$ cat src/rtl/ext_bus_bridge_pkg.sv
// Shared constants for the external bus bridge: size codes, beat counts,
// FSM state encoding and the beat address / byte strobe helpers.
package ext_bus_bridge_pkg;

    // Size codes (bytes minus one) that select multi-beat bursts
    localparam logic [4:0] SZ_32B = 5'd31;
    localparam logic [4:0] SZ_16B = 5'd15;

    // Beat counts
    localparam logic [2:0] NB_1 = 3'd1;
    localparam logic [2:0] NB_2 = 3'd2;
    localparam logic [2:0] NB_4 = 3'd4;

    typedef enum logic [2:0] {
        ST_IDLE = 3'd0,
        ST_WCAP = 3'd1,
        ST_WISS = 3'd2,
        ST_RISS = 3'd3,
        ST_ERR  = 3'd4
    } bridge_state_e;

    // Number of 64-bit beats for a request size; odd sizes collapse to one beat
    function automatic logic [2:0] beat_count(input logic [4:0] sz);
        logic [2:0] nb;
        case (sz)
            SZ_32B:  nb = NB_4;
            SZ_16B:  nb = NB_2;
            default: nb = NB_1;
        endcase
        return nb;
    endfunction

    // Doubleword address of beat k: 4-beat bursts wrap inside the 32-byte
    // line, 2-beat bursts toggle within the 16-byte half (critical word first)
    function automatic logic [28:0] beat_addr(input logic [28:0] base,
                                              input logic [2:0]  nb,
                                              input logic [1:0]  k);
        logic [28:0] a;
        case (nb)
            NB_4:    a = {base[28:2], base[1:0] + k};
            NB_2:    a = {base[28:1], base[0] ^ k[0]};
            default: a = base;
        endcase
        return a;
    endfunction

    // Byte strobes, big-endian lanes (byte 0 drives bit 7); single-beat
    // accesses are clipped at the end of the doubleword
    function automatic logic [7:0] byte_strobe(input logic [2:0] lo,
                                               input logic [4:0] sz,
                                               input logic [2:0] nb);
        logic [7:0] s;
        logic [5:0] hi;
        s  = 8'h00;
        hi = {3'b000, lo} + {1'b0, sz};
        if (nb != NB_1) begin
            s = 8'hFF;
        end else begin
            for (int i = 0; i < 8; i++) begin
                if ((6'(i) >= {3'b000, lo}) && (6'(i) <= hi)) begin
                    s[3'(7 - i)] = 1'b1;
                end
            end
        end
        return s;
    endfunction

endpackage

$ cat src/rtl/ext_wbuf.sv
// Four-entry, 64-bit write beat buffer with one write port and one
// combinational read port.
module ext_wbuf
    import ext_bus_bridge_pkg::*;
(
    input  logic        clk,
    input  logic        reset_n,
    input  logic        we,
    input  logic [1:0]  widx,
    input  logic [63:0] wdata,
    input  logic [1:0]  ridx,
    output logic [63:0] rdata
);

    logic [63:0] buf_q [4];
    logic [63:0] buf_d [4];

    // Next buffer contents: write the addressed entry when enabled
    always_comb begin
        for (int i = 0; i < 4; i++) begin
            buf_d[i] = buf_q[i];
        end
        if (we) begin
            buf_d[widx] = wdata;
        end else begin
            buf_d[widx] = buf_q[widx];
        end
    end

    // Buffer storage; reset discards any captured beats
    always_ff @(posedge clk or negedge reset_n) begin
        if (!reset_n) begin
            for (int i = 0; i < 4; i++) begin
                buf_q[i] <= 64'h0;
            end
        end else begin
            for (int i = 0; i < 4; i++) begin
                buf_q[i] <= buf_d[i];
            end
        end
    end

    assign rdata = buf_q[ridx];

endmodule

$ cat src/rtl/ext_bus_bridge.sv
// Bridge between the cache request interface and a beat-oriented memory
// port. Splits cache lines into 64-bit beats, buffers write data, returns
// read beats in order and reports memory errors or timeouts.
module ext_bus_bridge
    import ext_bus_bridge_pkg::*;
#(
    parameter int TMO_CYC = 255
) (
    input  logic        clk,
    input  logic        reset_n,
    input  logic        phi2,
    input  logic        extreq,
    input  logic        extwr,
    input  logic [4:0]  extsz,
    input  logic [31:0] extaddr,
    input  logic        extsrc,
    input  logic [63:0] extwdata,
    output logic        extrdy,
    output logic        extreply,
    output logic        extreplyto,
    output logic [63:0] extrdata,
    output logic        exterror,
    output logic        mem_req,
    output logic        mem_we,
    output logic [28:0] mem_addr,
    output logic [63:0] mem_wdata,
    output logic [7:0]  mem_wstrb,
    input  logic        mem_gnt,
    input  logic        mem_rvalid,
    input  logic [63:0] mem_rdata,
    input  logic        mem_err
);

    localparam int          TW       = $clog2(TMO_CYC + 1);
    localparam logic [TW-1:0] TMO_LAST = TW'(TMO_CYC - 1);

    bridge_state_e state_q, state_d;
    logic [28:0]   base_q, base_d;
    logic [2:0]    nb_q, nb_d;
    logic          src_q, src_d;
    logic [1:0]    iss_q, iss_d;
    logic [1:0]    cap_q, cap_d;
    logic [1:0]    rep_q, rep_d;
    logic [TW-1:0] tmo_q, tmo_d;

    logic          extrdy_q, extrdy_d;
    logic          extreply_q, extreply_d;
    logic          extreplyto_q, extreplyto_d;
    logic [63:0]   extrdata_q, extrdata_d;
    logic          exterror_q, exterror_d;
    logic          mem_req_q, mem_req_d;
    logic          mem_we_q, mem_we_d;
    logic [28:0]   mem_addr_q, mem_addr_d;
    logic [63:0]   mem_wdata_q, mem_wdata_d;
    logic [7:0]    mem_wstrb_q, mem_wstrb_d;

    logic          wb_we_s;
    logic [1:0]    wb_widx_s;
    logic [1:0]    wb_ridx_s;
    logic [63:0]   wb_rdata_s;
    logic [2:0]    acc_nb_s;
    logic          gnt_s, rv_s, prog_s, tmo_hit_s, err_s;
    logic          last_iss_s, last_rep_s, last_cap_s;

    ext_wbuf u_wbuf (
        .clk     (clk),
        .reset_n (reset_n),
        .we      (wb_we_s & phi2),
        .widx    (wb_widx_s),
        .wdata   (extwdata),
        .ridx    (wb_ridx_s),
        .rdata   (wb_rdata_s)
    );

    // Event decode: qualified grant/return, progress, timeout and error
    always_comb begin
        acc_nb_s   = beat_count(extsz);
        gnt_s      = mem_req_q & mem_gnt;
        rv_s       = (state_q == ST_RISS) & mem_rvalid;
        prog_s     = gnt_s | rv_s;
        tmo_hit_s  = ((state_q == ST_WISS) | (state_q == ST_RISS)) & ~prog_s
                     & (tmo_q == TMO_LAST);
        err_s      = (gnt_s & mem_err) | (rv_s & mem_err) | tmo_hit_s;
        last_iss_s = ({1'b0, iss_q} == (nb_q - 3'd1));
        last_rep_s = ({1'b0, rep_q} == (nb_q - 3'd1));
        last_cap_s = ({1'b0, cap_q} == (nb_q - 3'd1));
        // The next write beat is read out ahead of its grant
        wb_ridx_s  = (state_q == ST_WISS) ? (iss_q + 2'd1) : 2'd0;
    end

    // Next-state and next-output computation for the transfer FSM
    always_comb begin
        state_d      = state_q;
        base_d       = base_q;
        nb_d         = nb_q;
        src_d        = src_q;
        iss_d        = iss_q;
        cap_d        = cap_q;
        rep_d        = rep_q;
        tmo_d        = tmo_q;
        mem_req_d    = mem_req_q;
        mem_we_d     = mem_we_q;
        mem_addr_d   = mem_addr_q;
        mem_wdata_d  = mem_wdata_q;
        mem_wstrb_d  = mem_wstrb_q;
        extreply_d   = 1'b0;
        exterror_d   = 1'b0;
        extreplyto_d = extreplyto_q;
        extrdata_d   = extrdata_q;
        wb_we_s      = 1'b0;
        wb_widx_s    = 2'd0;

        case (state_q)
            ST_IDLE: begin
                if (extreq) begin
                    base_d      = extaddr[31:3];
                    nb_d        = acc_nb_s;
                    src_d       = extsrc;
                    iss_d       = 2'd0;
                    rep_d       = 2'd0;
                    cap_d       = 2'd1;
                    tmo_d       = '0;
                    mem_addr_d  = extaddr[31:3];
                    mem_wstrb_d = byte_strobe(extaddr[2:0], extsz, acc_nb_s);
                    if (extwr) begin
                        wb_we_s   = 1'b1;
                        wb_widx_s = 2'd0;
                        if (acc_nb_s == NB_1) begin
                            state_d     = ST_WISS;
                            mem_req_d   = 1'b1;
                            mem_we_d    = 1'b1;
                            mem_wdata_d = extwdata;
                        end else begin
                            state_d = ST_WCAP;
                        end
                    end else begin
                        state_d   = ST_RISS;
                        mem_req_d = 1'b1;
                        mem_we_d  = 1'b0;
                    end
                end else begin
                    state_d = ST_IDLE;
                end
            end

            ST_WCAP: begin
                wb_we_s   = 1'b1;
                wb_widx_s = cap_q;
                if (last_cap_s) begin
                    state_d     = ST_WISS;
                    mem_req_d   = 1'b1;
                    mem_we_d    = 1'b1;
                    mem_wdata_d = wb_rdata_s;
                end else begin
                    cap_d = cap_q + 2'd1;
                end
            end

            ST_WISS: begin
                if (err_s) begin
                    state_d      = ST_ERR;
                    mem_req_d    = 1'b0;
                    mem_we_d     = 1'b0;
                    extreply_d   = 1'b1;
                    exterror_d   = 1'b1;
                    extreplyto_d = src_q;
                    tmo_d        = '0;
                end else if (gnt_s) begin
                    tmo_d = '0;
                    if (last_iss_s) begin
                        state_d   = ST_IDLE;
                        mem_req_d = 1'b0;
                        mem_we_d  = 1'b0;
                    end else begin
                        iss_d       = iss_q + 2'd1;
                        mem_addr_d  = beat_addr(base_q, nb_q, iss_q + 2'd1);
                        mem_wdata_d = wb_rdata_s;
                    end
                end else begin
                    tmo_d = tmo_q + TW'(1);
                end
            end

            ST_RISS: begin
                if (err_s) begin
                    state_d      = ST_ERR;
                    mem_req_d    = 1'b0;
                    extreply_d   = 1'b1;
                    exterror_d   = 1'b1;
                    extreplyto_d = src_q;
                    tmo_d        = '0;
                end else begin
                    tmo_d = prog_s ? '0 : (tmo_q + TW'(1));
                    if (gnt_s) begin
                        if (last_iss_s) begin
                            mem_req_d = 1'b0;
                        end else begin
                            iss_d      = iss_q + 2'd1;
                            mem_addr_d = beat_addr(base_q, nb_q, iss_q + 2'd1);
                        end
                    end else begin
                        iss_d = iss_q;
                    end
                    if (rv_s) begin
                        extreply_d   = 1'b1;
                        extrdata_d   = mem_rdata;
                        extreplyto_d = src_q;
                        if (last_rep_s) begin
                            state_d   = ST_IDLE;
                            mem_req_d = 1'b0;
                        end else begin
                            rep_d = rep_q + 2'd1;
                        end
                    end else begin
                        rep_d = rep_q;
                    end
                end
            end

            ST_ERR: begin
                state_d = ST_IDLE;
            end

            default: begin
                state_d   = ST_IDLE;
                mem_req_d = 1'b0;
                mem_we_d  = 1'b0;
            end
        endcase

        extrdy_d = (state_d == ST_IDLE);
    end

    // State and registered outputs; advance only on phi2 cycles
    always_ff @(posedge clk or negedge reset_n) begin
        if (!reset_n) begin
            state_q      <= ST_IDLE;
            base_q       <= 29'h0;
            nb_q         <= NB_1;
            src_q        <= 1'b0;
            iss_q        <= 2'd0;
            cap_q        <= 2'd0;
            rep_q        <= 2'd0;
            tmo_q        <= '0;
            extrdy_q     <= 1'b1;
            extreply_q   <= 1'b0;
            extreplyto_q <= 1'b0;
            extrdata_q   <= 64'h0;
            exterror_q   <= 1'b0;
            mem_req_q    <= 1'b0;
            mem_we_q     <= 1'b0;
            mem_addr_q   <= 29'h0;
            mem_wdata_q  <= 64'h0;
            mem_wstrb_q  <= 8'h00;
        end else if (phi2) begin
            state_q      <= state_d;
            base_q       <= base_d;
            nb_q         <= nb_d;
            src_q        <= src_d;
            iss_q        <= iss_d;
            cap_q        <= cap_d;
            rep_q        <= rep_d;
            tmo_q        <= tmo_d;
            extrdy_q     <= extrdy_d;
            extreply_q   <= extreply_d;
            extreplyto_q <= extreplyto_d;
            extrdata_q   <= extrdata_d;
            exterror_q   <= exterror_d;
            mem_req_q    <= mem_req_d;
            mem_we_q     <= mem_we_d;
            mem_addr_q   <= mem_addr_d;
            mem_wdata_q  <= mem_wdata_d;
            mem_wstrb_q  <= mem_wstrb_d;
        end
    end

    assign extrdy     = extrdy_q;
    assign extreply   = extreply_q;
    assign extreplyto = extreplyto_q;
    assign extrdata   = extrdata_q;
    assign exterror   = exterror_q;
    assign mem_req    = mem_req_q;
    assign mem_we     = mem_we_q;
    assign mem_addr   = mem_addr_q;
    assign mem_wdata  = mem_wdata_q;
    assign mem_wstrb  = mem_wstrb_q;

endmodule

$ cat config.mk
export PLATFORM = sky130hd
export DESIGN_NAME = ext_bus_bridge
export DESIGN_NICKNAME = d
export VERILOG_FILES = /design/src/rtl/ext_bus_bridge_pkg.sv /design/src/rtl/ext_wbuf.sv /design/src/rtl/ext_bus_bridge.sv
export SDC_FILE = /design/constraint.sdc
export NUM_CORES = 1
export LEC_CHECK = 0
export BUFFER_PORTS_ARGS = -buffer_cell sky130_fd_sc_hd__buf_2
export CELL_PAD_IN_SITES_DETAIL_PLACEMENT = 1
export CELL_PAD_IN_SITES_GLOBAL_PLACEMENT = 1
export CORE_MARGIN = 5
export CORE_UTILIZATION = 25
export DETAILED_ROUTE_END_ITERATION = 7
export PLACE_DENSITY = 0.48
export SETUP_SLACK_MARGIN = 0.02
export SYNTH_ARGS = -nofsm -noshare
export SYNTH_HDL_FRONTEND = slang
export SYNTH_SLANG_ARGS = --single-unit
$ cat constraint.sdc
create_clock -name clk -period 6.5 [get_ports clk]
set_input_delay 0.65 -clock clk [delete_from_list [all_inputs] [get_ports clk]]
set_output_delay 0.65 -clock clk [all_outputs]
set_load 0.03 [all_outputs]
* Yosys cells after proc, flatten, opt, wreduce, memory -nomap -nowiden
Index checks and enable logic that the tools add are counted. Widths: inputs -> output; s select.
Word-level totals: latch bits 0, bits of input ports 174, flip-flop bits (word level) 477, memories kept 0, output and inout bits 171, RAM bits 0, logic and storage cells 206, bits in read-only memories 0
Operators by class: multiplexer cells 92, bitwise logic cells 18, equality and inequality tests 33, shift-type cells 0, $lt $le $gt $ge 10, reductions and logical operators 24, divide/modulo/power cells 0, multiply operators 0, add/sub/neg operators 7
Operator list (number):
- $mux 64 | 12
- $bwmux 256 | 2
- $bmux 64 s2 | 2
- $mux 256 | 1
- $pmux 64 s3 | 1
- $demux 64 s2 | 1
- $mux 29 | 4
- $pmux 29 s2 | 1
- $mux 8 | 5
- $mux 1 | 28
- $ne 2x2->1 const B | 14
- $mux 3 | 9
- $le 3x6->1 const A | 4
- $mux 2 | 12
- $pmux 8 s3 | 1
- $pmux 2 s2 | 4
- $ne 3x3->1 const B | 4
- $pmux 3 s4 | 1
- $reduce_and 4->1 | 3
- $reduce_and 6->1 | 2
- $eq 2x3->1 | 3
- $eq 3x2->1 const B | 3
- $ge 3x3->1 const A | 3
- $reduce_and 9->1 | 1
- other kinds (32) | 63

* Depth between registers and ports, before layout
Gate-level depths: netlist of the first run.
depth in word-level cells 10, depth in mapped cells 10, depth with buffers taken out 7

* Modules after synthesis
A second synthesis of the first run with hierarchy kept.
Second synthesis, totals: cells, all modules 1468, area total of the unflattened synthesis 21659.5 µm²
By module, submodules not included:
- ext_wbuf | sequential area each 6406.1 µm², cells each 621, area an instance 11559.8 µm², instances 1
- ext_bus_bridge | sequential area each 5457.7 µm², cells each 847, area an instance 10099.7 µm², instances 1

* Worst setup path before layout of the first run
No wires, ideal clock.
path kind register to register, start point register nb_q[0], end point register mem_wdata_q[27] (netlist: mem_wdata[27]), clock period less this slack 2.339 ns, arrival 2.214 ns, setup slack 4.161 ns, data required time 6.374 ns, setup time 0.126 ns, path buffers 3, cell stages (with the launch flop) 11, path through dfstp_2 -> inv_1 -> ha_1 -> xor2_1 -> a311oi_1 -> o2111ai_1 -> buf_2 -> buf_2 -> buf_2 -> nand2_1 -> o31ai_1
On the way: word-level cells in the longest chain between the ends 4, elaborated cells on any way between the ends 6, classes of those cells add/sub (1); eq/ne (4); reduce/logical (1)
Ends and longest elaborated chain:
- start: declaration | line ext_bus_bridge.sv:39 | logic [2:0] nb_q, nb_d;
- start signal: assignment | line ext_bus_bridge.sv:258 | nb_q <= nb_d;
- $sub 3x1->3 * | line ext_bus_bridge.sv:84, ext_bus_bridge.sv:86
- $eq 2x3->1, on equally long branches | line ext_bus_bridge.sv:84, ext_bus_bridge.sv:86
- $ne 2x2->1 (no line)
- $reduce_and 9->1 (no line) *
- end signal: assignment | line ext_bus_bridge.sv:272 | mem_wdata_q <= mem_wdata_d;
- end: declaration | line ext_bus_bridge.sv:54 | logic [63:0] mem_wdata_q, mem_wdata_d;
Every way passes the cells marked *; elsewhere a longest branch is shown, timed or not. A chain may end at the register's enable or synchronous reset.

* Worst setup path in the final report of the first run
start point register state_q[0], end point register u_wbuf.buf_q[226] in the netlist's numbering
On the way: word-level cells in the longest chain between the ends 9, elaborated cells on any way between the ends 17, classes of those cells order compare (2); eq/ne (1); mux (10); bitwise (2); reduce/logical (2)
Ends and longest elaborated chain:
- start: declaration | line ext_bus_bridge.sv:37 | bridge_state_e state_q, state_d;
- start signal: assignment | line ext_bus_bridge.sv:256 | state_q <= state_d;
- $eq 3x1->1 | line ext_bus_bridge.sv:113 | case (state_q)
- $mux 2
- $not 2->3 (not written as such) | line ext_wbuf.sv:24, ext_wbuf.sv:26
- $ge 3x3->1 (not written as such) or $lt 3x1->1 (tied branches) | line ext_wbuf.sv:24, ext_wbuf.sv:26
- $logic_and 1x1->1 (not written as such) | line ext_wbuf.sv:24, ext_wbuf.sv:26
- $mux 64 (not written as such) | line ext_wbuf.sv:24, ext_wbuf.sv:26
- $demux 64 s2 | line ext_wbuf.sv:24, ext_wbuf.sv:26
- $bwmux 256, on equally long branches | line ext_wbuf.sv:26, ext_wbuf.sv:24
- $mux 256 * | line ext_wbuf.sv:23 | if (we) begin
- end signal: indexed assignment | line ext_wbuf.sv:38 | buf_q[i] <= buf_d[i];
- end: declaration | line ext_wbuf.sv:15 | logic [63:0] buf_q [4];
Every way passes the cells marked *; elsewhere a longest branch is shown, timed or not. The select of a mux whose other input is x is not followed.

==> impl_metrics.tcl, run 1 <==
set metrics [dict create \
    synth-seq-area-share_pct 52.8 \
    htreeDepth 2 \
    synth_flop_cell "sky130_fd_sc_hd__dfrtp_1" \
    route.detailed.drc 0 \
    tritoncts.num_buffers 59 \
    ios 345 \
    post_cts_resize_count 0 \
    holdBufCountCts 0 \
    grt_first_pass_wirelength_um 126000 \
    relSlewSlack_pct 23.3 \
    cellLeakagePower_nw 12.3 \
    maxClockFrequency_mhz 300 \
    cts.root.buffer_cell "sky130_fd_sc_hd__clkbuf_16" \
    clock_sink_count 474 \
    end_kind "register" \
    initial_utilization_pct 25.1 \
    syn_to_layout_area_delta_pct 20.5 \
    vias 19100 \
    crit_required_ps 7040 \
    max_cap_violation_count 0 \
    max_slew.worst_pin.slew_ps 1150 \
    layout_commonest_cell "sky130_fd_sc_hd__nand2_1" \
    crit_arrival_ps 3870 \
    initial_antenna_violation_count 16 \
    power.ir.vdd_worst_mv 0.325 \
    ctsLongestPathBuffers 3 \
    layout-drive-gt1-share_pct 21.0 \
    result_of_the_run "finished, final reports clean" \
    timing_hold_violations_final 0 \
    drt_first_iter_violations 929 \
    hold_path.class "in -> async" \
    final_net_count 2812 \
    maximum_number_of_pins_on_one_net_before_global_route_repair 193 \
    rsz0062_at_grt "false" \
    yosys_register_bits 474 \
    syn_inst 2399 \
    worst_skew_pair.late_latency_ps 640 \
    layout_min_cycle_time_ps 3330 \
    post_synth.cell_area_avg_um2 9.36 \
    first_global_vias 20600 \
    finalSetupViolCount 0 \
    placement.io_buffers 344 \
    routed_via_density 4.96 \
    timing.final.crit_share_pct 51.2 \
    critPathMaxStageDelay_ps 930 \
    synth_area_um2 22500 \
    fin_setup_tns_ps 0 \
    crit_path_start_kind "register" \
    number_of_iterations_in_the_first_detailed_routing_pass 5 \
    setup.worst_path.start "state_q[0]$_DFFE_PN0P_" \
    die_height_um 310 \
    number_of_enable_type_register_cells_in_the_synthesized_netlist 0 \
    detailed_place_hpwl_um 47500 \
    mostFrequentLayoutCells "sky130_fd_sc_hd__nand2_1, sky130_fd_sc_hd__dfrtp_1, sky130_fd_sc_hd__buf_2" \
    fin_worst_hold_slack_ps 87.6 \
    clock_skew_ps 30.6 \
    worst-path-max-fanout 41 \
    gr-usage-all-layers_pct 16.7 \
    critical_path.cell_chain "nand2b_4 -> nor3_4 -> buf_4 -> buf_4 -> o22ai_1 -> o41a_1 -> a21oi_1" \
    worst_setup_hold_path_clk_slew_ps 60 \
    final_instance_area_um2 27100 \
    ys_async_sr_fraction_pct 100 \
    finalWeightedCongestion 0.733 \
    power.density_cell_area_nw_per_um2 559 \
    drv_slew 0 \
    grt_overflow_total 0 \
    floorplan.core_area_um2 89600 \
    crit_slowest_cell "sky130_fd_sc_hd__dfrtp_1" \
    area_of_the_die_um2 95900 \
    routed_wl_um 81600 \
    route.detailed.wl_per_inst_um 21.2 \
    die_width_um 310 \
    rr_startpoint "state_q[0]$_DFFE_PN0P_" \
    drt.antenna.violating_nets 0 \
    cts_tree "built" \
    cts_post_setup_buffers_inserted 0 \
    crit_path_frequent_cell "sky130_fd_sc_hd__buf_4" \
    syn-num-nets 2583 \
    placementRows 110 \
    synthDistinctLibCells 71 \
    timing_worst_setup_path_type "reg -> reg" \
    yosysWarningCount 0 \
    dpl_cell_area_um2 25100 \
]
-- worst paths after layout --
path / to / slack, ps / cells after the start
max: u_wbuf.buf_q[226]$_DFFE_PN0P_ / 3170 / 7
max reg2reg: u_wbuf.buf_q[226]$_DFFE_PN0P_ / 3170 / 7
min reg2reg: base_q[22]$_DFFE_PN0P_ / 470 / 2
min in group clk: src_q$_DFFE_PN0P_ / 210 / 3
max in group asynchronous: extrdata[7]$_DFFE_PN0P_ / 4860 / 2
min: u_wbuf.buf_q[84]$_DFFE_PN0P_ / 90 / 1
-- routing by layer --
| layer | GRT usage (%) | up-vias | share of wire, % |
|---|---|---|---|
| met5 | 0 | - | 0.076 |
| met4 | 5.18 | 12 | 2.8 |
| met3 | 4.05 | 150 | 5.7 |
| met2 | 28.3 | 409 | 47 |
| met1 | 21.2 | 9600 | 44 |
| li1 | - | 8969 | - |
-- flip-flops by register name, indices dropped and copies added (netlist names) --
signal and cells:
u_wbuf.buf_q 256, extrdata 64, mem_wdata 64, base_q 29, mem_addr 29, tmo_q 8, mem_wstrb 5, nb_q 3
state_q 3, cap_q 2, iss_q 2, rep_q 2, exterror 1, extrdy 1, extreply 1, extreplyto 1
mem_req 1, mem_we 1, src_q 1
-- logic make-up after synthesis --
group | share of synthesized area (%)
AND/OR/NAND/NOR | 14.1
adder cells (fa/ha/maj) | 0.591
buffers and inverters | 4.31
XOR/XNOR | 0.613
flip-flops | 52.8
multiplexers | 5.41
AO/OA/AOI/OAI | 22.2
-- synth_stat cells (37+ instances only) --
library cell	instances	area, µm²
sky130_fd_sc_hd__a21oi_1	128	641
sky130_fd_sc_hd__nor2_1	209	785
sky130_fd_sc_hd__o21ai_0	120	601
sky130_fd_sc_hd__a22o_1	57	499
sky130_fd_sc_hd__mux2i_1	37	370
sky130_fd_sc_hd__a221oi_1	57	499
sky130_fd_sc_hd__buf_2	59	295
sky130_fd_sc_hd__nand2_1	531	1990
sky130_fd_sc_hd__o21ai_1	228	1140
sky130_fd_sc_hd__dfrtp_1	472	11800
sky130_fd_sc_hd__o22ai_1	75	469
sky130_fd_sc_hd__clkbuf_1	123	462
sky130_fd_sc_hd__mux2_2	74	833
sky130_fd_sc_hd__o41a_1	64	721
-- critical path, delay by kind of cell (launching register included) --
kind                   cells  cell delay, ps
DFF                        1             930
AOI/OAI and AO/OA          3             860
and+or+nand+nor            2             280
buffers and inverters      2            1120
-- power breakdown --
part           switching, mW  internal (mW)
Combinational           4.30           2.21
Sequential              1.04           4.32
Clock                   1.32           1.92
-- metrics by stage --
stage	instances	setup slack [ps]	util [%]	power, mW
after floorplan	2399	4160	-	9.74
after global placement	3743	3300	28.1	11.9
after detailed placement	3743	3160	28.1	12.1
after CTS	3849	3150	30.2	15.4
after global routing	3852	3000	30.2	16.3
final	3857	3170	30.2	15.1
-- final cells by class --
class	instances	area (µm²)
flip-flops and latches	474	11900
fillers	10300	62500
inverters	14	52.6
repair buffers	371	2030
well taps	1176	1470
clock inverters	11	95.1
diodes	8	20.0
multi-input cells	1708	9710
clock buffers	95	1800
(Power assumes the default switching activity.)
==> run 2, diff against run 1 <==
clock period = 3.3 ns   (was 6.5 ns; I/O delays follow)
==> run 2 against run 1 <==
- largest cell class unchanged
- clock skew up 8.8 ps
- cell count up 4.2%
- global-route usage up 0.36 points
- maximum frequency up 16%
- sequential power up 98%
- setup slack worse by 2700 ps
- largest power group unchanged
- critical endpoint is now mem_wdata[40]$_DFFE_PN0P_
==> impl_metrics.tcl, run 2 (synthesized netlist as in run 1, its figures left out) <==
set metrics [dict create \
    maxClockFrequency_mhz 349 \
    drv_slew 0 \
    timing_worst_setup_path_type "reg -> reg" \
    power.ir.vdd_worst_mv 0.556 \
    place_ws_ps 410 \
    relSlewSlack_pct 40.7 \
    clock_skew_ps 39.4 \
    crit_arrival_ps 3400 \
    number_of_iterations_in_the_first_detailed_routing_pass 5 \
    mostFrequentLayoutCells "sky130_fd_sc_hd__nand2_1, sky130_fd_sc_hd__dfrtp_1, sky130_fd_sc_hd__buf_2" \
    finalWeightedCongestion 0.753 \
    max_slew.worst_pin.slew_ps 887 \
    clock_sink_count 474 \
    area_of_the_die_um2 95900 \
    cellLeakagePower_nw 13.2 \
    p_sw_share_pct 43.8 \
    max_flop_register "u_wbuf.buf_q" \
    share_clk_of_total_power_pct 21.3 \
    hold_path.class "in -> reg" \
    end_kind "register" \
    timing_hold_violations_final 0 \
    ctsLongestPathBuffers 3 \
    final_net_count 2975 \
    syn_to_layout_area_delta_pct 28.4 \
    routed_wl_um 83100 \
    rsz0062_at_grt "false" \
    vias 19600 \
    crit_slowest_cell "sky130_fd_sc_hd__dfstp_2" \
    routed_via_density 4.88 \
    path_buf_inv 2 \
    power.combinational.fraction_pct 43.9 \
    tritoncts.num_buffers 60 \
    grt_overflow_total 0 \
    die_height_um 310 \
    initial_antenna_violation_count 10 \
    timing.final.crit_share_pct 86.8 \
    placementRows 110 \
    gr-usage-all-layers_pct 17.0 \
    max_cap_violation_count 0 \
    worst_skew_pair.late_latency_ps 640 \
    power.density_cell_area_nw_per_um2 1060 \
    drt.antenna.violating_nets 0 \
    fin_setup_tns_ps 0 \
    critPathMaxStageDelay_ps 580 \
    die_width_um 310 \
    route.detailed.drc 0 \
    num-fill-cells 10200 \
    switching_power_mw 13.3 \
    route.detailed.wl_per_inst_um 20.7 \
    cellInternalPower_mw 17.1 \
    initial_utilization_pct 25.1 \
    layout-drive-gt1-share_pct 21.6 \
    detailed_place_hpwl_um 52400 \
    path_delay_family "compound AO/OA/AOI/OAI gates" \
    final_critical_path_setup_slack_ps 435 \
    floorplan.core_area_um2 89600 \
    largest_reg_flops 256 \
    htreeDepth 2 \
    layout_min_cycle_time_ps 2860 \
    cts_tree "built" \
    crit_required_ps 3830 \
    drt_first_iter_violations 947 \
    cts.root.buffer_cell "sky130_fd_sc_hd__clkbuf_16" \
    placement.io_buffers 344 \
    worst_setup_hold_path_clk_slew_ps 60 \
    result_of_the_run "finished, final reports clean" \
    first_global_vias 21300 \
    ios 345 \
    layout_commonest_cell "sky130_fd_sc_hd__nand2_1" \
    crit_path_start_kind "register" \
    finalSetupViolCount 0 \
    critical_path.cell_chain "inv_1 -> ha_1 -> xnor2_1 -> o41ai_1 -> o2111ai_4 -> buf_12 -> o31ai_1" \
    worst-path-max-fanout 42 \
    maximum_number_of_pins_on_one_net_before_global_route_repair 89 \
    power.sequential.fraction_pct 34.8 \
    grt_first_pass_wirelength_um 129000 \
]
==> run 2: cell count changes in the layout (fill, tap and decap cells not counted), moves of 2 or more <==
| cell | before | now |
|---|---|---|
| sky130_fd_sc_hd__clkbuf_1 | 18 | 13 |
| sky130_fd_sc_hd__diode_2 | 8 | 6 |
| sky130_fd_sc_hd__buf_4 | 19 | 47 |
| sky130_fd_sc_hd__clkinv_8 | 1 | 3 |
| sky130_fd_sc_hd__clkbuf_8 | 17 | 19 |
| sky130_fd_sc_hd__buf_12 | 8 | 26 |
| sky130_fd_sc_hd__dlygate4sd3_1 | 0 | 116 |
==> run 2: path summary, 6_finish.rpt <==
| check | from | to | slack [ps] | cells after the start |
|---|---|---|---|---|
| setup / recovery | nb_q[0]$_DFFE_PN1P_ | mem_wdata[40]$_DFFE_PN0P_ | 440 | 7 |
| hold / removal | extwdata[56] | mem_wdata[56]$_DFFE_PN0P_ | 50 | 3 |
| setup reg to reg | nb_q[0]$_DFFE_PN1P_ | mem_wdata[40]$_DFFE_PN0P_ | 440 | 7 |
| hold reg to reg | src_q$_DFFE_PN0P_ | src_q$_DFFE_PN0P_ | 480 | 2 |
| max in group asynchronous | reset_n | u_wbuf.buf_q[247]$_DFFE_PN0P_ | 1980 | 3 |
| min in group asynchronous | reset_n | u_wbuf.buf_q[20]$_DFFE_PN0P_ | 310 | 2 |
==> run 2: what timing repair did <==
item                                   CTS  global route
setup buffers                            0             0
hold buffers                           116             0
endpoints found under the hold margin  196             0
gates resized for setup                  0             0
==> run 2: cell type report <==
type / count / area [µm²] / share of cell area [%]
sequential: 474 / 11900 / 41.2
multi-input combinational: 1708 / 9710 / 33.7
clock buffer: 92 / 1810 / 6.28
clock inverter: 15 / 140 / 0.486
antenna: 6 / 15.0 / 0.0521
inverter: 14 / 52.6 / 0.182
timing repair buffer: 533 / 3770 / 13.1
tap: 1176 / 1470 / 5.10
==> run 2: stage by stage <==
stage	cell area, µm²	cells	hold WS [ps]	utilization (%)	power (mW)
after floorplan	22500	2399	34.4	-	19.2
after global placement	25700	3789	382	28.7	23.7
after detailed placement	25700	3789	389	28.7	24.1
after CTS	28800	4012	0.381	32.2	31.0
after global routing	28800	4013	20.5	32.2	32.7
final	28800	4018	47.2	32.2	30.4
==> run 2: tightest hold or removal path, delay by kind of cell <==
kind / cells / cell delay, ps
AOI/OAI and AO/OA: 2 / 180
buffers and inverters: 1 / 110
==> run 2: power by group through the flow <==
stage | registers [mW] | clock network, mW | logic [mW]
CTS | 10.6 | 6.77 | 13.6
global placement | 10.6 | 0 | 13.2
floorplan | 11.6 | 0 | 7.53
finish | 10.6 | 6.50 | 13.4
detailed placement | 10.7 | 0 | 13.5
global route | 10.9 | 7.01 | 14.8
==> run 2: layer usage <==
layer  track usage (%)  part of all wire [%]
met1              22.3                    45
met2              28.9                    47
met3              4.08                   6.0
met4              3.82                   2.1
met5                 0                 0.049
==> run 3, diff against run 2 <==
CELL_PAD_IN_SITES_DETAIL_PLACEMENT = 0   (was 1)
HOLD_SLACK_MARGIN = 0.05   (was default)
==> run 3 against run 2 <==
- largest cell class unchanged
- global-route usage fell by 0.80 points
- first-iteration DRC count grew 16%
- maximum frequency increased by 2.1%
- sequential share of layout area fell by 0.55 points
- combinational power about the same
- critical path depth unchanged
- critical endpoint is now mem_wdata[59]$_DFFE_PN0P_
- clock skew shrank 8.9 ps
==> impl_metrics.tcl, run 3 (synthesized netlist as in run 1, its figures left out) <==
set metrics [dict create \
    tritoncts.num_buffers 60 \
    drv_slew 0 \
    finalPower_mw 30.4 \
    finalWeightedCongestion 0.753 \
    worst_setup_hold_path_clk_slew_ps 60 \
    crit_required_ps 3840 \
    path_buf_inv 2 \
    crit_slowest_cell "sky130_fd_sc_hd__dfstp_2" \
    crit_path_start_kind "register" \
    holdBufCountCts 150 \
    hold_path.class "in -> reg" \
    numPlacedInstances 3789 \
    mostFrequentLayoutCells "sky130_fd_sc_hd__nand2_1, sky130_fd_sc_hd__dfrtp_1, sky130_fd_sc_hd__buf_2" \
    power.ir.vdd_worst_mv 0.687 \
    timing.final.crit_share_pct 85.0 \
    max_flop_register "u_wbuf.buf_q" \
    cts_tree "built" \
    worst-path-max-fanout 42 \
    initial_utilization_pct 25.1 \
    rsz0062_at_grt "false" \
    layout-drive-gt1-share_pct 21.4 \
    route.detailed.wl_per_inst_um 19.7 \
    layout_commonest_cell "sky130_fd_sc_hd__nand2_1" \
    worst_skew_pair.late_latency_ps 630 \
    initial_antenna_violation_count 7 \
    final_net_count 3009 \
    dpl_cell_area_um2 25700 \
    cts.root.buffer_cell "sky130_fd_sc_hd__clkbuf_16" \
    routed_via_density 4.83 \
    placementRows 110 \
    detailed_place_hpwl_um 49900 \
    ctsLongestPathBuffers 3 \
    drt.antenna.violating_nets 0 \
    worst-r2r-setup-slack_ps 490 \
    fin_setup_tns_ps 0 \
    gr-usage-all-layers_pct 16.2 \
    max_cap_violation_count 0 \
    relSlewSlack_pct 45.7 \
    layout_min_cycle_time_ps 2810 \
    cellInternalPower_mw 17.3 \
    instances_no_fill 4054 \
    critPathMaxStageDelay_ps 580 \
    htreeDepth 2 \
    cellLeakagePower_nw 13.3 \
    final_instance_area_um2 29200 \
    die_height_um 310 \
    routed_wl_um 79900 \
    ios 345 \
    switching_power_mw 13.1 \
    area_of_the_die_um2 95900 \
    result_of_the_run "finished, final reports clean" \
    timing_worst_setup_path_type "reg -> reg" \
    die_width_um 310 \
    drt_first_iter_violations 1100 \
    power.combinational.fraction_pct 43.6 \
    end_kind "register" \
    power.sequential.fraction_pct 34.7 \
    floorplan.core_area_um2 89600 \
    place_ws_ps 467 \
    finalSetupViolCount 0 \
    power.density_cell_area_nw_per_um2 1040 \
    clock_sink_count 474 \
    number_of_iterations_in_the_first_detailed_routing_pass 7 \
    clock_skew_ps 30.6 \
    maximum_number_of_pins_on_one_net_before_global_route_repair 89 \
    first_global_vias 19800 \
    largest_reg_flops 256 \
    critical_path.cell_chain "inv_1 -> ha_1 -> xnor2_1 -> o41ai_1 -> o2111ai_4 -> buf_12 -> o31ai_1" \
    share_clk_of_total_power_pct 21.7 \
    grt_overflow_total 0 \
    maxClockFrequency_mhz 356 \
    vias 19600 \
    max_slew.worst_pin.slew_ps 813 \
    route.detailed.drc 0 \
    syn_to_layout_area_delta_pct 30.1 \
    crit_arrival_ps 3350 \
    cts_post_setup_buffers_inserted 0 \
    post_cts_resize_count 0 \
    timing_hold_violations_final 0 \
    path_delay_family "compound AO/OA/AOI/OAI gates" \
    p_sw_share_pct 43.2 \
    grt_first_pass_wirelength_um 122000 \
    placement.io_buffers 344 \
    final_critical_path_setup_slack_ps 494 \
]
run 3: path summary, 6_finish.rpt:
path | depth (start not counted) | startpoint | end
max in group asynchronous | 4 | reset_n | u_wbuf.buf_q[178]$_DFFE_PN0P_
max | 7 | nb_q[0]$_DFFE_PN1P_ | mem_wdata[59]$_DFFE_PN0P_
max reg2reg | 7 | nb_q[0]$_DFFE_PN1P_ | mem_wdata[59]$_DFFE_PN0P_
min in group asynchronous | 2 | reset_n | u_wbuf.buf_q[20]$_DFFE_PN0P_
min | 3 | extwdata[5] | mem_wdata[5]$_DFFE_PN0P_
min reg2reg | 2 | src_q$_DFFE_PN0P_ | src_q$_DFFE_PN0P_
run 3: area by class of cell:
class | count | area, µm²
clock inverter | 20 | 209
fill | 9292 | 60400
antenna | 5 | 12.5
sequential | 474 | 11900
timing repair buffer | 567 | 4110
clock buffer | 90 | 1790
multi-input combinational | 1708 | 9710
tap | 1176 | 1470
inverter | 14 | 52.6
run 3: per-layer routing:
metal | part of all wire, % | routed length, µm | GRT usage [%]
met2 | 47 | 37300 | 26.6
met4 | 2.2 | 1720 | 4.01
met1 | 44 | 35500 | 21.7
met5 | 0.034 | 27 | 0
met3 | 6.6 | 5310 | 4.25
run 3: power groups by stage:
stage / Sequential (mW) / Combinational, mW / Clock, mW
5_1_grt: 10.9 / 14.7 / 7.15
6_report: 10.5 / 13.3 / 6.61
3_3_place_gp: 10.6 / 13.2 / 0
4_1_cts: 10.6 / 13.5 / 6.91
3_5_place_dp: 10.6 / 13.3 / 0
2_1_floorplan: 11.6 / 7.53 / 0
run 3: stage by stage:
stage,hold slack [ps],utilization (%)
after floorplan,34.4,-
after global placement,382,28.7
after detailed placement,396,28.7
after CTS,53.7,32.6
after global routing,75.1,32.6
final,81.3,32.6
run 3: worst reg2reg max path, stage by stage (launching register included):
cell	delay, ps
sky130_fd_sc_hd__dfstp_2	580
sky130_fd_sc_hd__inv_1	100
sky130_fd_sc_hd__ha_1	370
sky130_fd_sc_hd__xnor2_1	180
sky130_fd_sc_hd__o41ai_1	510
sky130_fd_sc_hd__o2111ai_4	390
sky130_fd_sc_hd__buf_12	320
sky130_fd_sc_hd__o31ai_1	290
